$ cat src/rtl/if_stage.sv
// Instruction-fetch stage: owns the fetch PC, issues in-order word requests, buffers up to
// two returned instructions and presents one {PC, inst} pair per cycle to decode.
module if_stage #(
    parameter logic [31:0] RESET_PC = 32'h0000_0000
) (
    input  logic        CLK,
    input  logic        RSTN,
    input  logic        stall,
    input  logic        redirect,
    input  logic [31:0] redirectPC,
    output logic        imemReq,
    output logic [31:0] imemAddr,
    input  logic        imemGnt,
    input  logic        imemRvalid,
    input  logic [31:0] imemRdata,
    output logic [31:0] PC,
    output logic [31:0] inst,
    output logic        instWrite
);

    localparam logic [31:0] NOP = 32'h0000_0013;

    // Fetch address and credit bookkeeping.
    logic [31:0] fetch_pc_q,   fetch_pc_d;
    logic [1:0]  inflight_q,   inflight_d;
    logic [1:0]  drop_cnt_q,   drop_cnt_d;

    // PCs of granted-but-unreturned requests, in grant order.
    logic [31:0] pcq_q [2];
    logic        pcq_wr_q,     pcq_wr_d;
    logic        pcq_rd_q,     pcq_rd_d;

    // Response buffer of {pc, inst} pairs.
    logic [31:0] fifo_pc_q   [2];
    logic [31:0] fifo_inst_q [2];
    logic        fifo_wr_q,    fifo_wr_d;
    logic        fifo_rd_q,    fifo_rd_d;
    logic [1:0]  fifo_count_q, fifo_count_d;

    // Fetch/decode output register.
    logic [31:0] pc_q,         pc_d;
    logic [31:0] inst_q,       inst_d;
    logic        inst_write_q, inst_write_d;

    logic        rsp_valid;
    logic        discard_now;
    logic        push;
    logic        pop;
    logic        grant;
    logic [2:0]  credit_used;

    // A response with nothing outstanding is a protocol error and is simply ignored.
    assign rsp_valid   = imemRvalid & (inflight_q != 2'd0);
    assign discard_now = rsp_valid & (drop_cnt_q != 2'd0);
    assign push        = rsp_valid & ~discard_now & ~redirect;
    assign pop         = (fifo_count_q != 2'd0) & ~stall & ~redirect;

    // Slots freed this cycle by a pop or a discard may be reused immediately.
    assign credit_used = {1'b0, inflight_q} + {1'b0, fifo_count_q}
                       - {2'b00, pop} - {2'b00, discard_now};

    assign imemReq  = RSTN & ~redirect & (credit_used < 3'd2);
    assign imemAddr = fetch_pc_q;
    assign grant    = imemReq & imemGnt;

    assign PC        = pc_q;
    assign inst      = inst_q;
    assign instWrite = inst_write_q;

    always_comb begin
        fetch_pc_d   = fetch_pc_q;
        inflight_d   = inflight_q + {1'b0, grant} - {1'b0, rsp_valid};
        drop_cnt_d   = drop_cnt_q - {1'b0, discard_now};
        pcq_wr_d     = pcq_wr_q ^ grant;
        pcq_rd_d     = pcq_rd_q ^ rsp_valid;
        fifo_wr_d    = fifo_wr_q ^ push;
        fifo_rd_d    = fifo_rd_q ^ pop;
        fifo_count_d = fifo_count_q + {1'b0, push} - {1'b0, pop};

        if (redirect) begin
            // Everything still in flight is stale, except a response landing right now,
            // which is dropped on the spot.
            fetch_pc_d   = redirectPC & 32'hFFFF_FFFC;
            drop_cnt_d   = inflight_q - {1'b0, rsp_valid};
            fifo_wr_d    = 1'b0;
            fifo_rd_d    = 1'b0;
            fifo_count_d = 2'd0;
        end else if (grant) begin
            fetch_pc_d   = fetch_pc_q + 32'd4;
        end
    end

    always_comb begin
        pc_d         = pc_q;
        inst_d       = inst_q;
        inst_write_d = inst_write_q;

        if (redirect) begin
            inst_d       = NOP;
            inst_write_d = 1'b0;
        end else if (pop) begin
            pc_d         = fifo_pc_q[fifo_rd_q];
            inst_d       = fifo_inst_q[fifo_rd_q];
            inst_write_d = 1'b1;
        end else if (!stall) begin
            inst_d       = NOP;
            inst_write_d = 1'b0;
        end
    end

    always_ff @(posedge CLK or negedge RSTN) begin
        if (!RSTN) begin
            fetch_pc_q   <= RESET_PC;
            inflight_q   <= 2'd0;
            drop_cnt_q   <= 2'd0;
            pcq_wr_q     <= 1'b0;
            pcq_rd_q     <= 1'b0;
            fifo_wr_q    <= 1'b0;
            fifo_rd_q    <= 1'b0;
            fifo_count_q <= 2'd0;
            pc_q         <= 32'd0;
            inst_q       <= NOP;
            inst_write_q <= 1'b0;
        end else begin
            fetch_pc_q   <= fetch_pc_d;
            inflight_q   <= inflight_d;
            drop_cnt_q   <= drop_cnt_d;
            pcq_wr_q     <= pcq_wr_d;
            pcq_rd_q     <= pcq_rd_d;
            fifo_wr_q    <= fifo_wr_d;
            fifo_rd_q    <= fifo_rd_d;
            fifo_count_q <= fifo_count_d;
            pc_q         <= pc_d;
            inst_q       <= inst_d;
            inst_write_q <= inst_write_d;
        end
    end

    // Payload storage needs no reset; pointers and counts qualify every entry.
    always_ff @(posedge CLK) begin
        if (grant) begin
            pcq_q[pcq_wr_q] <= fetch_pc_q;
        end
        if (push) begin
            fifo_pc_q[fifo_wr_q]   <= pcq_q[pcq_rd_q];
            fifo_inst_q[fifo_wr_q] <= imemRdata;
        end
    end

endmodule

$ cat config.mk
export PLATFORM = sky130hd
export DESIGN_NAME = if_stage
export DESIGN_NICKNAME = d
export VERILOG_FILES = /design/src/rtl/if_stage.sv
export SDC_FILE = /design/constraint.sdc
export NUM_CORES = 1
export LEC_CHECK = 0
export BUFFER_PORTS_ARGS = -buffer_cell sky130_fd_sc_hd__buf_2
export CAP_MARGIN = 10
export CORE_MARGIN = 2
export CORE_UTILIZATION = 61
export DETAILED_ROUTE_END_ITERATION = 12
export GPL_ROUTABILITY_DRIVEN = 0
export PLACE_DENSITY_LB_ADDON = 0.12
export SYNTH_ARGS = -nofsm -noshare
export SYNTH_HDL_FRONTEND = slang
export SYNTH_SLANG_ARGS = --single-unit
$ cat constraint.sdc
create_clock -name CLK -period 8.75 [get_ports CLK]
set_input_delay 0 -clock CLK [delete_from_list [all_inputs] [get_ports CLK]]
set_output_delay 0 -clock CLK [all_outputs]
set_load 0.05 [all_outputs]
==> results.cfg <==
[outcome]
outcome = completed

[yosys]
synth_top_area_frac = 0.490
yosysMostFrequentCell = edfxtp_1
synth_cell_types = 42
yosysWarningCount = 0
synth_common_cells = edfxtp_1 (184), dfrtp_1 (100), nand2_1 (91), o21ai_0 (70), mux2i_1 (64)
ys_seq_area_frac = 0.719
synth_edf_count = 184
yosys.area.top_type = edfxtp_1
synthFlopType = edfxtp_1
synthTopCellsByArea = edfxtp_1 (49%), dfrtp_1 (22%), mux2i_1 (5.7%), o21ai_0 (3.1%), nand2_1 (3.0%)
synth-seq-cells = 287
syn_avg_cell_area_sq_um = 14.6
syn_area_sq_um = 11300
async_flop_share = 0.359
netlist_instances = 774

[floorplan]
core-area_sq_um = 18000
start_util = 0.625
dieHeight_um = 140
rows = 49
io_pins = 168
dieArea_sq_um = 19600
die_w_um = 140

[clock_network]
cts_sinks = 287
cts_resized = 0
clk_path_buf_depth = 3
h-tree-depth = 1
cts-root-buf = clkbuf_16
clk_pin_slew_worst_paths_ns = 0.06
worstSkewPairLatency_ns = 0.53
cts_tree = done
cts_buffers = 28

[drt]
num_vias = 7175
drc_errors = 0
drt_iter0_markers = 451
wl_per_cell_um = 18.3
ant_nets = 0
finalWirelength_um = 23000
avgViaCountPerCell = 5.71
dr.pass1.iters = 5

[pwr]
vdd_ir_drop_max_mv = 0.240
p_total_mw = 4.05
power_density_nw_per_um2 = 290
p_leak_nw = 5.47

[placement]
io_buffers = 161
hpwl_um = 13500
place_inst = 1135

[finish]
diodes = 0
fin_util = 0.774
layout.cells.non_filler = 1256
area_growth_pct = 23.8
layout-drive-gt1-share = 0.252
nets = 1090

[setup_path]
reg2reg_slack_ns = 3.94
r2r_end = imemAddr[7]$_DFFE_PN0P_
worstSetupEndpointType = register
reg2reg_from = fifo_count_q[1]$_DFF_PN0_
cp.required_ns = 9.22
cp_max_fo = 93
worst_setup_path_start_kind = input pin
crit_type = in2reg
worst_ep_arrival_time_ns = 5.52
rr_worst_depth = 12

[timing]
setup_viol = 0
timing.hold.ws_ns = 0.0403
rsz0062_at_grt = no
maxSlewViolCount = 0
skew_ns = 0.0113
max_freq_ghz = 0.198
hold_viol_final = 0
finalCritPeriodShare = 0.577
tns_ns = 0
fin_crit_ns = 5.05
worst_pin_slew_ns = 1.20
max_slew_margin = 0.201

[min_path]
hold_path.class = in2async

[global_routing]
track_usage = 0.240
grt_first_pass_wirelength_um = 37500
grt_start_max_net_pins = 94
antenna_found_initial = 0
grt_pass1_vias = 7497
gr-total-overflow = 0

[flow_run]
drv_cap = 0
[where the power goes]
| part | internal (mW) | switching, mW |
|---|---|---|
| Sequential | 1.67 | 0.136 |
| Combinational | 0.323 | 0.698 |
| Clock | 0.727 | 0.493 |
[placed cells by master, fill, tap and decap left out, drive strengths merged, types with 6 or more instances in the layout]
master and instances:
a31oi 15, buf 170, clkbuf 38, clkinv 10, dfrtp 100, dlygate4sd3 69, edfxtp 184, ha 12
inv 17, mux2 30, mux2i 64, nand2 91, nand3 15, nand4 12, nor2 25, o21ai 71
o31ai 15, or4 14, xnor2 8, xor2 6
[worst max-delay path, cell delays in order]
cell and delay, ns:
dlygate4sd3_1 0.54, buf_2 0.55, nor2_1 0.17, o21ai_4 0.08, buf_4 0.63, inv_1 0.30
fa_1 0.61, fa_1 0.41, nand2b_1 0.17, fa_1 0.44, xnor2_1 0.22, nor3_1 0.25
nand2_1 0.16, o311ai_0 0.35, dlygate4sd3_1 0.59
[cell type report]
| cell class | instances | area [sq um] |
|---|---|---|
| Sequential cell | 287 | 8110 |
| Fill cell | 1093 | 4070 |
| Multi-Input combinational cell | 432 | 2960 |
| Timing Repair Buffer | 239 | 1570 |
| Clock buffer | 38 | 831 |
| Tap cell | 229 | 287 |
| Clock inverter | 14 | 140 |
| Inverter | 17 | 63.8 |
[logic make-up after synthesis]
kind of cell	count (synthesis)	synth area share
AOI/OAI and AO/OA	117	0.0605
xor gates and xnor gates	14	0.0115
and+or+nand+nor	188	0.0820
adders and majority gates	15	0.0186
DFF	287	0.719
other	1	0.000333
buffers and inverters	58	0.0209
muxes	94	0.0868
[per-layer routing]
metal / vias up / track usage / wire length, um / part of all wire
li1: 3338 / - / - / -
met1: 3512 / 0.320 / 9620 / 0.42
met2: 282 / 0.416 / 11600 / 0.50
met3: 43 / 0.0359 / 1360 / 0.059
met4: 0 / 0.0684 / 437 / 0.019
met5: - / 0 / 0 / 0
[through the flow]
step / instance area [sq um] / worst slack [ns]
after floorplan: 11300 / 3.38
after global placement: 12300 / 3.87
after detailed placement: 12300 / 3.72
after CTS: 14000 / 3.69
after global routing: 14000 / 3.34
final: 14000 / 3.70
[what timing repair did]
item                                    in CTS  in global routing
endpoints found under the setup margin       0                  0
hold endpoints to repair                   146                  0
buffers inserted                             0                  0
hold buffers                                69                  0
[worst max path at each step]
stage / cells after the start / to / from
6_report: 15 / imemAddr[7]$_DFFE_PN0P_ / redirect
4_1_cts: 15 / imemAddr[7]$_DFFE_PN0P_ / redirect
3_5_place_dp: 15 / pcq_q[1][14]$_DFFE_PP_ / redirect
3_3_place_gp: 15 / pcq_q[0][14]$_DFFE_PP_ / redirect
5_1_grt: 15 / imemAddr[7]$_DFFE_PN0P_ / redirect
2_1_floorplan: 12 / pcq_q[1][10]$_DFFE_PP_ / fifo_count_q[1]$_DFF_PN0_
[flip-flops by register name, indices dropped and copies added, names as in the netlist, 30 cells and up]
| signal | flops |
|---|---|
| imemAddr | 30 |
| inst | 32 |
| PC | 30 |
| fifo_pc_q | 60 |
| fifo_inst_q | 64 |
| pcq_q | 60 |
(Power assumes the default switching activity.)
